==> src/rtl/bus_pkg.sv <==
// rtl/bus_pkg.sv - shared state encoding, defaults and width helper for the bus mux
package bus_pkg;

    typedef enum logic [1:0] {
        ST_IDLE  = 2'd0,
        ST_DRIVE = 2'd1,
        ST_TURN  = 2'd2
    } bus_state_t;

    localparam int DEF_WIDTH = 32;
    localparam int DEF_N_SRC = 24;

    // Ceiling log2 usable in constant expressions; at least 1 so a 2-source bus still has a select bit.
    function automatic int clog2(input int v);
        int r;
        r = 1;
        for (int i = 1; i < 31; i++) begin
            if ((1 << i) < v) begin
                r = i + 1;
            end
        end
        return r;
    endfunction

endpackage

==> src/rtl/prio_enc_n.sv <==
// rtl/prio_enc_n.sv - N-input priority encoder, highest set index wins
module prio_enc_n #(
    parameter int N     = 24,
    parameter int SEL_W = 5
) (
    input  logic [N-1:0]     req,
    output logic             any,
    output logic [SEL_W-1:0] sel
);

    always_comb begin
        any = 1'b0;
        sel = '0;
        // Ascending scan: later (higher) hits overwrite earlier ones.
        for (int i = 0; i < N; i++) begin
            if (req[i]) begin
                any = 1'b1;
                sel = SEL_W'(i);
            end
        end
    end

endmodule

==> src/rtl/bus_mux_arb.sv <==
// rtl/bus_mux_arb.sv - registered priority bus multiplexer with contention detect and optional turnaround
module bus_mux_arb
    import bus_pkg::*;
#(
    parameter int WIDTH      = DEF_WIDTH,
    parameter int N_SRC      = DEF_N_SRC,
    parameter int CNT_W      = 8,
    parameter int TURNAROUND = 0,
    parameter int HOLD_LAST  = 0,
    localparam int SEL_W     = clog2(N_SRC)
) (
    input  logic                   clk,
    input  logic                   clr_n,
    input  logic [N_SRC-1:0]       src_en,
    input  logic [N_SRC*WIDTH-1:0] src_data,
    input  logic                   cnt_clr,
    output logic [WIDTH-1:0]       bus_out,
    output logic                   bus_valid,
    output logic [SEL_W-1:0]       bus_sel,
    output logic                   contention,
    output logic [CNT_W-1:0]       contention_cnt
);

    bus_state_t       state, state_n;
    logic             any;
    logic [SEL_W-1:0] sel;
    logic [WIDTH-1:0] sel_data;
    logic             multi;
    logic [SEL_W-1:0] owner_n;
    logic [WIDTH-1:0] data_n;
    logic             valid_n;
    logic             seen;

    prio_enc_n #(
        .N     (N_SRC),
        .SEL_W (SEL_W)
    ) u_enc (
        .req (src_en),
        .any (any),
        .sel (sel)
    );

    assign sel_data = src_data[int'(sel)*WIDTH +: WIDTH];

    // Contention only needs a second set bit, not a full population count.
    always_comb begin
        seen  = 1'b0;
        multi = 1'b0;
        for (int i = 0; i < N_SRC; i++) begin
            if (src_en[i]) begin
                if (seen) begin
                    multi = 1'b1;
                end
                seen = 1'b1;
            end
        end
    end

    always_comb begin
        state_n = state;
        owner_n = bus_sel;
        valid_n = 1'b0;
        data_n  = (HOLD_LAST != 0) ? bus_out : '0;
        case (state)
            ST_IDLE, ST_TURN: begin
                if (any) begin
                    state_n = ST_DRIVE;
                    owner_n = sel;
                    valid_n = 1'b1;
                    data_n  = sel_data;
                end else begin
                    state_n = ST_IDLE;
                end
            end
            ST_DRIVE: begin
                if (!any) begin
                    state_n = ST_IDLE;
                end else if (sel == bus_sel || TURNAROUND == 0) begin
                    state_n = ST_DRIVE;
                    owner_n = sel;
                    valid_n = 1'b1;
                    data_n  = sel_data;
                end else begin
                    // Owner stays put through the idle gap; the new winner is re-picked on exit.
                    state_n = ST_TURN;
                end
            end
            default: begin
                state_n = ST_IDLE;
            end
        endcase
    end

    always_ff @(posedge clk or negedge clr_n) begin
        if (!clr_n) begin
            state     <= ST_IDLE;
            bus_sel   <= '0;
            bus_out   <= '0;
            bus_valid <= 1'b0;
        end else begin
            state     <= state_n;
            bus_sel   <= owner_n;
            bus_out   <= data_n;
            bus_valid <= valid_n;
        end
    end

    always_ff @(posedge clk or negedge clr_n) begin
        if (!clr_n) begin
            contention     <= 1'b0;
            contention_cnt <= '0;
        end else begin
            contention <= multi;
            if (cnt_clr) begin
                contention_cnt <= multi ? CNT_W'(1) : '0;
            end else if (multi && contention_cnt != '1) begin
                contention_cnt <= contention_cnt + CNT_W'(1);
            end
        end
    end

endmodule

==> config.mk <==
export PLATFORM = sky130hd
export DESIGN_NAME = bus_mux_arb
export DESIGN_NICKNAME = d
export VERILOG_FILES = /design/src/rtl/bus_pkg.sv /design/src/rtl/prio_enc_n.sv /design/src/rtl/bus_mux_arb.sv
export SDC_FILE = /design/constraint.sdc
export NUM_CORES = 1
export LEC_CHECK = 0
export BUFFER_PORTS_ARGS = -buffer_cell sky130_fd_sc_hd__buf_4
export CORE_AREA = 2 2 331 333
export CTS_BUF_LIST = sky130_fd_sc_hd__clkbuf_8
export DETAILED_ROUTE_END_ITERATION = 10
export DIE_AREA = 0 0 333 335
export PLACE_DENSITY_LB_ADDON = 0.05
export SLEW_MARGIN = 20
export SYNTH_ARGS = -nofsm -noshare
export SYNTH_HDL_FRONTEND = slang
export SYNTH_SLANG_ARGS = --single-unit
==> constraint.sdc <==
create_clock -name clk -period 1.78 [get_ports clk]
set_input_delay 0.089 -clock clk [delete_from_list [all_inputs] [get_ports clk]]
set_output_delay 0.089 -clock clk [all_outputs]
set_load 0.01 [all_outputs]
==> results of run 1 <==
[worst register-to-register path: stages, from the launching register on]
cell and delay (ns):
dfrtp_1 0.40, and3_1 0.21, and3_1 0.20, and3_2 0.31, or4_1 0.49, a21oi_1 0.16
[power by group]
group	total [µW]	switching, µW	internal, µW
Clock	965	669	297
Sequential	1230	56.1	1180
Combinational	5610	2500	3110
Total	7810	3220	4580
[per-layer routing]
metal | track usage | up-vias
li1 | - | 7231
met1 | 0.185 | 7299
met2 | 0.323 | 559
met3 | 0.0435 | 61
met4 | 0.0351 | 8
met5 | 0 | -
[how the worst max path moves through the flow]
| stage | endpoint | slack, ns | cells after the start | start |
|---|---|---|---|---|
| 2_1_floorplan | bus_out[19] | -0.40 | 11 | src_en[17] |
| 3_3_place_gp | bus_out[14] | -1.64 | 11 | src_en[19] |
| 3_5_place_dp | bus_out[13] | -1.40 | 14 | src_en[20] |
| 4_1_cts | bus_out[13] | -0.41 | 14 | src_en[20] |
| 5_1_grt | bus_out[25] | -0.48 | 17 | src_en[20] |
| 6_report | bus_out[16] | -0.41 | 17 | src_en[18] |
[cells by family after synthesis]
kind of cell	Yosys count	share of synthesized area
and+or+nand+nor	677	0.349
AOI/OAI and AO/OA	301	0.240
muxes	184	0.212
buffers and inverters	109	0.0592
DFF	47	0.134
adders and majority gates	4	0.00486
[repair_timing]
action                                  4_1_cts  5_1_grt
endpoints found under the setup margin       42       42
pin swaps                                    69      114
resized for setup                           236      259
buffers inserted                             41       56
cloned                                        7       15
hold buffers                                 17        0
endpoints found under the hold margin        35        0
[Yosys cell counts, types with 7 or more instances]
| library cell | n |
|---|---|
| nand4_1 | 25 |
| nand2_1 | 395 |
| mux2_2 | 9 |
| mux2i_1 | 174 |
| dfrtp_1 | 47 |
| a31oi_1 | 24 |
| nor4_1 | 36 |
| a21oi_1 | 105 |
| nor2_1 | 76 |
| a22oi_1 | 20 |
| nand3_1 | 91 |
| o21ai_0 | 12 |
| clkbuf_1 | 39 |
| a221o_1 | 16 |
| o2bb2ai_1 | 7 |
| a32o_1 | 12 |
| o22ai_1 | 24 |
| a211oi_1 | 16 |
| a22o_1 | 7 |
| a32oi_1 | 8 |
| o31ai_1 | 19 |
| nor3_1 | 12 |
| buf_2 | 48 |
[placed cells by master (no fill, tap or decap), types with 12 or more instances in the layout]
master	n
a21oi_1	66
o22ai_1	16
nand4_1	25
nand2_1	353
nand3_2	24
dfrtp_1	47
nand2_4	18
nor2_2	12
nand2_2	26
nand3_1	67
dlygate4sd3_1	17
buf_4	1074
mux2i_4	21
mux2i_1	132
a22oi_2	16
a21oi_2	31
mux2i_2	21
nor4_2	18
clkbuf_16	15
buf_6	62
a221o_1	16
buf_12	76
nor4_4	13
a31oi_1	15
nor2_1	59
[through the flow]
stage,total power [µW],cells,util,instance area (µm²),TNS (ns)
floorplan,2680,1322,-,8880,-11.55
global placement,5820,3781,0.179,19400,-46.96
detailed placement,5810,3782,0.180,19400,-42.39
CTS,7430,3853,0.197,21300,-10.51
global route,8330,3910,0.215,23300,-14.51
finish,7810,3913,0.215,23300,-12.42
[sequential cells by signal (all words and copies together), names as in the netlist]
| name | cells |
|---|---|
| contention | 1 |
| bus_sel | 5 |
| contention_cnt | 8 |
| bus_out | 32 |
| bus_valid | 1 |
[cell type report]
cell class | count | area share
flip-flops and latches | 47 | 0.0505
multi-input cells | 1166 | 0.383
inverters | 7 | 0.00134
repair buffers | 1265 | 0.484
well taps | 1414 | 0.0760
clock inverters | 3 | 0.00118
diodes | 6 | 0.000645
clock buffers | 5 | 0.00296
==> flow_summary.yaml, run 1 <==
outcome:
  outcome: "finished, violations left"
  failed_checks: "negative setup slack"
place:
  place.port_buffers: 841
  gp_congestion: 0.830
  hpwl_um: 82800
  place_ws_ns: -1.40
cts:
  clock-root-buffer: "clkbuf_8"
  cts_tree: "done"
  cts_max_level: 2
  cts_buffer_depth: 2
  numCtsBuffers: 5
  clkSlewWorstSetupHoldPaths_ns: 0.14
  clkSinkCount: 47
  clk_latency_ns: 0.38
floorplan:
  start_util: 0.0809
  die_w_um: 333
  fp.dieH_um: 335
  num_rows: 121
  ios: 842
  die_area_um2: 112000
  design.core.area_um2: 108000
power:
  ir_drop_v: 0.000311
  p_leak_uw: 0.0105
  power_density_nw_per_um2: 335
cells_and_area:
  syn_to_final_growth_pct: 166
  seqCellArea_um2: 1180
  nets: 3288
  multi_input_area_um2: 8920
  n_fill_cell: 12100
  drive_above_1_share: 0.633
global_route:
  grt_pass1_wl_um: 132000
  grt_max_degree: 33
  grt-ovfl-total: 0
  grtUsageTotal: 0.169
  antenna_found_initial: 13
  grt_pass1_vias: 16300
sta:
  post-route-period-util: 1.23
  period_minus_slack_ns: 2.19
  worst_pin_slew_ns: 0.497
  setup_viol: 41
  hold_slack_ns: 0.0700
  final_max_slew_viol_count: 0
  rsz0062_at_grt: "true"
  fin_ws_ns: -0.410
  finClkSkew_ns: 0.00276
  hold_viol: 0
  max_slew_margin: 0.669
  max_freq_mhz: 457
drt:
  drtIter0Drc: 514
  dr_wl_met2_um: 55100
  drc: 0
  dr_total_vias: 15200
  wire_per_inst_um: 26.1
  ant_nets: 0
  wl_met1_um: 38900
  viasPerCell: 3.87
  detail_route.first_pass.iterations: 5
  route.met3.wl_um: 6390
  dr.max_layer_used: "met5"
  routed_wl_um: 102000
synthesis:
  synth_area_leaders: "mux2i_1 20%, nand2_1 17%, dfrtp_1 13%, a21oi_1 6.0%, nand3_1 5.2%"
  syn_area_um2: 8750
  synth_top_cell_area_share: 0.199
  synth_nets: 2118
  yosysWarnings: 0
  ys_ff_latch: 47
  yosys.area.top_type: "mux2i_1"
  avgSynthCellArea_um2: 6.62
  async_reset_ff_frac: 1.00
  synth-edff-count: 0
  ys.flop_type: "dfrtp_1"
  synth_seq_area_share: 0.134
  synth.distinct_cells: 71
  synth_cells: 1322
setup_path:
  critical_path.startpoint_type: "input port"
  worst-path-buf-inv: 9
  r2r-start: "contention_cnt[3]"
  crit_top_cell: "buf_12"
  critical_path_class: "input port to flop"
  crit_fanout: 8
  reg2regPathDepth: 5
  worstPathArrival_ns: 2.47
  path_delay_family: "buffers and inverters"
  cpPeakStageDelay_ns: 0.46
  reg2reg_to: "contention_cnt[4]"
  rrSetupSlack_ns: -0.05
  end_kind: "flop"
  cp_data_required_time_ns: 2.06
  slowest_stage: "a2111o_1"
  cp_cell_sequence: "buf_8 -> buf_12 -> nor2_4 -> a2111o_1 -> a21oi_2 -> buf_4 -> o21ai_4 -> buf_6 -> buf_12 -> buf_12 -> buf_12 -> buf_16 -> nand2_1 -> nand3_2 -> nand4_1 -> buf_6 -> o31ai_2"
flow_run:
  cap_violations: 0
min_path:
  whs_path_depth: 4
  hp-start: "src_data[110]"
  hold_path_class: "input port to flop"
  min_to: "bus_out[14]"
(Power assumes the default switching activity.)
==> inputs of run 2 (changes only) <==
Settings changed: CTS_BUF_LIST sky130_fd_sc_hd__clkbuf_8 to unset.
==> run 2 against run 1 <==
Compared with the run above:
- the run still ends with negative setup slack left
- sequential share of layout area rose by 0.26 points
- clock skew barely moved
- die area stayed put
- final area decreased by 4.9%
- total power fell by 2.4%
- hold slack lost 0.050 ns
- critical endpoint is now bus_out[27]
- largest cell class unchanged
==> flow_summary.yaml, run 2 (synthesized netlist as in run 1, its figures left out) <==
outcome:
  outcome: "finished, violations left"
  failed_checks: "negative setup slack"
global_route:
  grtUsageTotal: 0.170
  grt_pass1_wl_um: 133000
  grt_pass1_vias: 16300
  grt-ovfl-total: 0
  antenna_found_initial: 11
  grt_max_degree: 32
power:
  switchingPower_uw: 3050
  power_density_nw_per_um2: 344
  p_clk_frac: 0.161
  p_seq_frac: 0.162
  ir_drop_v: 0.000363
  p_leak_uw: 0.0101
  p_int_uw: 4560
  switching_share: 0.401
  combPwrFrac: 0.677
drt:
  routed_wl_um: 99900
  wire_per_inst_um: 25.7
  drc: 0
  viasPerCell: 3.83
  detail_route.first_pass.iterations: 5
  dr_total_vias: 14900
  drtIter0Drc: 581
  ant_nets: 0
sta:
  fin_ws_ns: -0.421
  hold_viol: 0
  final_max_slew_viol_count: 0
  worst_pin_slew_ns: 0.511
  setup_viol: 41
  hold_slack_ns: 0.0198
  rsz0062_at_grt: "true"
  period_minus_slack_ns: 2.20
  finClkSkew_ns: 0.00261
  max_slew_margin: 0.658
  max_freq_mhz: 454
  post-route-period-util: 1.24
cells_and_area:
  layout_common_cells: "1082 x buf_4, 374 x nand2_1, 139 x mux2i_1"
  drive_above_1_share: 0.593
  final_common_cell: "buf_4"
  utilization: 0.205
  biggestRegsByFlops: "bus_out: 32 flops, contention_cnt: 8 flops, bus_sel: 5 flops"
  top_register: "bus_out"
  syn_to_final_growth_pct: 153
  largest_register_ffs: 32
  nets: 3258
  n_fill_cell: 12200
setup_path:
  path_delay_family: "simple AND/OR/NAND/NOR gates"
  cpPeakStageDelay_ns: 0.56
  worstPathArrival_ns: 2.46
  crit_fanout: 5
  rrSetupSlack_ns: -0.09
  reg2regPathDepth: 5
  r2r-start: "contention_cnt[3]"
  cp_cell_sequence: "buf_8 -> or4_4 -> and2_4 -> buf_4 -> a31oi_4 -> buf_12 -> a21oi_4 -> buf_12 -> a31oi_4 -> buf_6 -> nand4_1 -> nand4_1"
  worst-path-buf-inv: 5
  cp_num_cells: 12
  critical_path.startpoint_type: "input port"
  critical_path_class: "input port to flop"
  reg2reg_to: "contention_cnt[4]"
  end_kind: "flop"
  cp_data_required_time_ns: 2.04
  slowest_stage: "or4_4"
floorplan:
  die_area_um2: 112000
  fp.dieH_um: 335
  num_rows: 121
  design.core.area_um2: 108000
  start_util: 0.0809
  die_w_um: 333
  ios: 842
cts:
  cts_max_level: 2
  clkSlewWorstSetupHoldPaths_ns: 0.09
  clkSinkCount: 47
  cts_tree: "done"
  numCtsBuffers: 5
  clock-root-buffer: "clkbuf_16"
  cts_buffer_depth: 2
  clk_latency_ns: 0.34
flow_run:
  cap_violations: 0
min_path:
  min_to: "bus_out[5]"
  hold_path_class: "input port to flop"
  whs_path_depth: 3
  hp-start: "src_data[101]"
place:
  gp_congestion: 0.830
  hpwl_um: 82800
  place.port_buffers: 841
[run 2: cell types whose count changed in the layout (fill, tap and decap cells not counted), moves of 9 or more]
cell / before / now
nand2_2: 26 / 17
mux2i_4: 21 / 9
nand3_2: 24 / 10
a21oi_1: 66 / 76
buf_12: 76 / 65
nand2_1: 353 / 374
nand3_1: 67 / 81
nand2_4: 18 / 6
buf_6: 62 / 46
[run 2: power groups by stage]
stage	logic, µW	registers [µW]	clock network [µW]
finish	5160	1230	1220
global route	5560	1250	1350
CTS	5160	1240	1350
detailed placement	4550	1260	0
global placement	4560	1260	0
floorplan	1380	1300	0
[run 2: layout make-up]
| type | count | area (µm²) | area share |
|---|---|---|---|
| diodes | 7 | 17.5 | 0.000791 |
| clock buffers | 5 | 125 | 0.00565 |
| clock inverters | 3 | 27.5 | 0.00124 |
| inverters | 7 | 26.3 | 0.00119 |
| multi-input cells | 1166 | 8330 | 0.376 |
| flip-flops and latches | 47 | 1180 | 0.0531 |
| well taps | 1414 | 1770 | 0.0799 |
| repair buffers | 1235 | 10700 | 0.482 |
[run 2: layer usage]
layer | GRT usage | vias up | share of wire
met5 | 0 | - | 0.00055
li1 | - | 7166 | -
met3 | 0.0423 | 50 | 0.063
met1 | 0.188 | 7116 | 0.38
met4 | 0.0331 | 8 | 0.015
met2 | 0.326 | 530 | 0.54
[run 2: what timing repair did]
item	4_1_cts	5_1_grt
pin swaps	60	48
cloned	8	2
hold buffers	15	0
endpoints found under the hold margin	34	0
resized for setup	215	128
buffers inserted	49	17
setup endpoints to repair	44	42
[run 2: through the flow]
stage	instance area [µm²]	setup slack, ns	cells	setup TNS [ns]	power (µW)
6_report	22200	-0.421	3884	-13.20	7620
5_1_grt	22100	-0.530	3880	-16.79	8150
4_1_cts	21400	-0.491	3861	-14.23	7750
3_5_place_dp	19400	-1.40	3782	-42.39	5810
3_3_place_gp	19400	-1.64	3781	-46.96	5820
2_1_floorplan	8880	-0.403	1322	-11.55	2680
[run 2: worst max-delay path by stage]
stage | start | end | slack, ns
6_report | src_en[16] | bus_out[27] | -0.42
5_1_grt | src_en[20] | bus_out[14] | -0.53
4_1_cts | src_en[20] | bus_out[27] | -0.49
3_5_place_dp | src_en[20] | bus_out[13] | -1.40
3_3_place_gp | src_en[19] | bus_out[14] | -1.64
2_1_floorplan | src_en[17] | bus_out[19] | -0.40
[run 2: worst reg2reg max path: cells and delay by family (launching register included)]
family | cells | cell delay, ns
simple gates | 4 | 1.29
compound gates | 1 | 0.14
flops | 1 | 0.39
==> inputs of run 3 (changes only) <==
--- a/config.mk
+++ b/config.mk
@@ -10,6 +10,6 @@
 export DETAILED_ROUTE_END_ITERATION = 10
 export DIE_AREA = 0 0 333 335
-export PLACE_DENSITY_LB_ADDON = 0.05
-export SLEW_MARGIN = 20
+export PLACE_DENSITY = 0.36
+export SLEW_MARGIN = 30
 export SYNTH_ARGS = -nofsm -noshare
 export SYNTH_HDL_FRONTEND = slang
==> constraint.sdc (replaced) <==
create_clock -name clk -period 1.78 [get_ports clk]
set_input_delay 0.267 -clock clk [delete_from_list [all_inputs] [get_ports clk]]
set_output_delay 0.267 -clock clk [all_outputs]
set_load 0.01 [all_outputs]
==> run 3 against run 2 <==
Compared with the run above:
- the flow still finishes with violations (negative setup slack)
- sequential share of layout area is essentially flat
- total power up 0.60%
- register-to-register slack got worse by 0.04 ns
- highest routed layer unchanged
==> flow_summary.yaml, run 3 (synthesized netlist as in run 1, its figures left out) <==
sta:
  worst_pin_slew_ns: 0.555
  max_slew_margin: 0.629
  hold_slack_ns: 0.155
  rsz0062_at_grt: "true"
  finClkSkew_ns: 0.0115
  final_max_slew_viol_count: 0
  post-route-period-util: 1.35
  hold_viol: 0
  period_minus_slack_ns: 2.40
  max_freq_mhz: 416
  fin_ws_ns: -0.623
  setup_viol: 41
min_path:
  hold_path_class: "input port to flop"
  min_to: "contention_cnt[1]"
  whs_path_depth: 2
  hp-start: "cnt_clr"
cells_and_area:
  finalNonFillerCells: 3881
  drive_above_1_share: 0.607
  biggestRegsByFlops: "bus_out: 32 flops, contention_cnt: 8 flops, bus_sel: 5 flops"
  final_common_cell: "buf_4"
  syn_to_final_growth_pct: 154
  layout_common_cells: "1086 x buf_4, 386 x nand2_1, 154 x mux2i_1"
  largest_register_ffs: 32
  multi_input_area_um2: 8580
  nets: 3255
  fin_area_um2: 22200
  n_fill_cell: 12300
  top_register: "bus_out"
  seqCellArea_um2: 1180
floorplan:
  design.core.area_um2: 108000
  start_util: 0.0809
  ios: 842
  die_area_um2: 112000
  num_rows: 121
  fp.dieH_um: 335
  die_w_um: 333
global_route:
  antenna_found_initial: 23
  grt-ovfl-total: 0
  grtUsageTotal: 0.172
  grt_pass1_wl_um: 131000
  grt_pass1_vias: 15900
  grt_max_degree: 33
setup_path:
  critical_path_class: "input port to flop"
  critPathLaunch: "src_en[16]"
  cp_cell_sequence: "buf_8 -> or4_4 -> and2_4 -> buf_8 -> a31oi_4 -> buf_4 -> buf_6 -> nand3_4 -> nor3_4 -> buf_6 -> buf_4 -> a22o_1 -> a211oi_2 -> nand4_1"
  cpPeakStageDelay_ns: 0.57
  cp_data_required_time_ns: 2.06
  reg2regPathDepth: 5
  rrSetupSlack_ns: -0.13
  reg2reg_to: "contention_cnt[5]"
  crit_fanout: 5
  r2r-start: "contention_cnt[3]"
  worstPathArrival_ns: 2.69
  critical_path.startpoint_type: "input port"
  end_kind: "flop"
  slowest_stage: "or4_4"
cts:
  cts_max_level: 2
  numCtsBuffers: 5
  clock-root-buffer: "clkbuf_16"
  cts_buffer_depth: 2
  clkSlewWorstSetupHoldPaths_ns: 0.10
  cts_tree: "done"
  clkSinkCount: 47
  clk_latency_ns: 0.37
drt:
  viasPerCell: 3.85
  wire_per_inst_um: 25.9
  dr_total_vias: 14900
  routed_wl_um: 100000
  drtIter0Drc: 622
  ant_nets: 0
  drc: 0
  detail_route.first_pass.iterations: 5
place:
  place.port_buffers: 841
  dp_cells: 3789
  gp_congestion: 0.829
  dpl_cell_area_um2: 19300
  hpwl_um: 84700
power:
  power_density_nw_per_um2: 344
  p_leak_uw: 0.0102
  ir_drop_v: 0.000314
outcome:
  outcome: "finished, violations left"
  failed_checks: "negative setup slack"
flow_run:
  cap_violations: 0
==> run 3: cell types whose count changed in the layout (fill, tap and decap cells not counted), sizes merged <==
cell	change
buf	+13
bufbuf	-2
clkinv	+1
dlygate4sd3	-14
inv	-2
nand2	+1
==> run 3: where the power goes <==
group	total [µW]	internal, µW	leakage [µW]	switching, µW
Clock	1250	570	0.0000731	682
Sequential	1230	1180	0.000552	52.6
Combinational	5180	2800	0.00953	2380
Total	7660	4550	0.0102	3110
==> run 3: stage by stage <==
step | setup TNS (ns) | worst slack [ns] | util | power (µW)
floorplan | -18.87 | -0.581 | - | 2680
global placement | -51.40 | -1.68 | 0.179 | 5830
detailed placement | -49.69 | -1.67 | 0.179 | 5830
CTS | -19.92 | -0.657 | 0.200 | 7750
global route | -23.59 | -0.704 | 0.206 | 8150
finish | -21.15 | -0.623 | 0.206 | 7660
==> run 3: worst max-delay path: cells and delay by family <==
| family | cells | cell delay (ns) |
|---|---|---|
| simple gates | 5 | 1.16 |
| buf+inv | 6 | 0.75 |
| compound gates | 3 | 0.49 |
==> run 3: final cells by class <==
| type | instances | area share |
|---|---|---|
| Inverter | 7 | 0.00118 |
| Multi-Input combinational cell | 1167 | 0.386 |
| Tap cell | 1414 | 0.0795 |
| Timing Repair Buffer | 1231 | 0.473 |
| Clock inverter | 2 | 0.000731 |
| Sequential cell | 47 | 0.0529 |
| Clock buffer | 6 | 0.00624 |
| Antenna cell | 7 | 0.000787 |
==> run 3: worst max-delay path by stage <==
stage                        endpoint  slack, ns  cells after the start
after global placement    bus_out[27]      -1.68                     14
after floorplan           bus_out[19]      -0.58                     11
after global routing       bus_out[8]      -0.70                     14
after CTS                 bus_out[27]      -0.66                     12
after detailed placement  bus_out[27]      -1.67                     14
final                      bus_out[8]      -0.62                     14
==> run 3: timing repair <==
item | in CTS | in global routing
setup endpoints to repair | 42 | 44
gates resized for setup | 289 | 106
buffers inserted | 60 | 13
pin swaps | 89 | 51
hold buffers | 1 | 0
hold endpoints to repair | 14 | 0
gates cloned | 9 | 1
==> run 3: metal layers <==
metal	GRT usage	vias to the layer above	routed length, µm
met4	0.0446	14	2470
met3	0.0460	85	6490
met1	0.194	7093	39600
li1	-	7160	-
met2	0.317	574	51800
met5	0	-	91
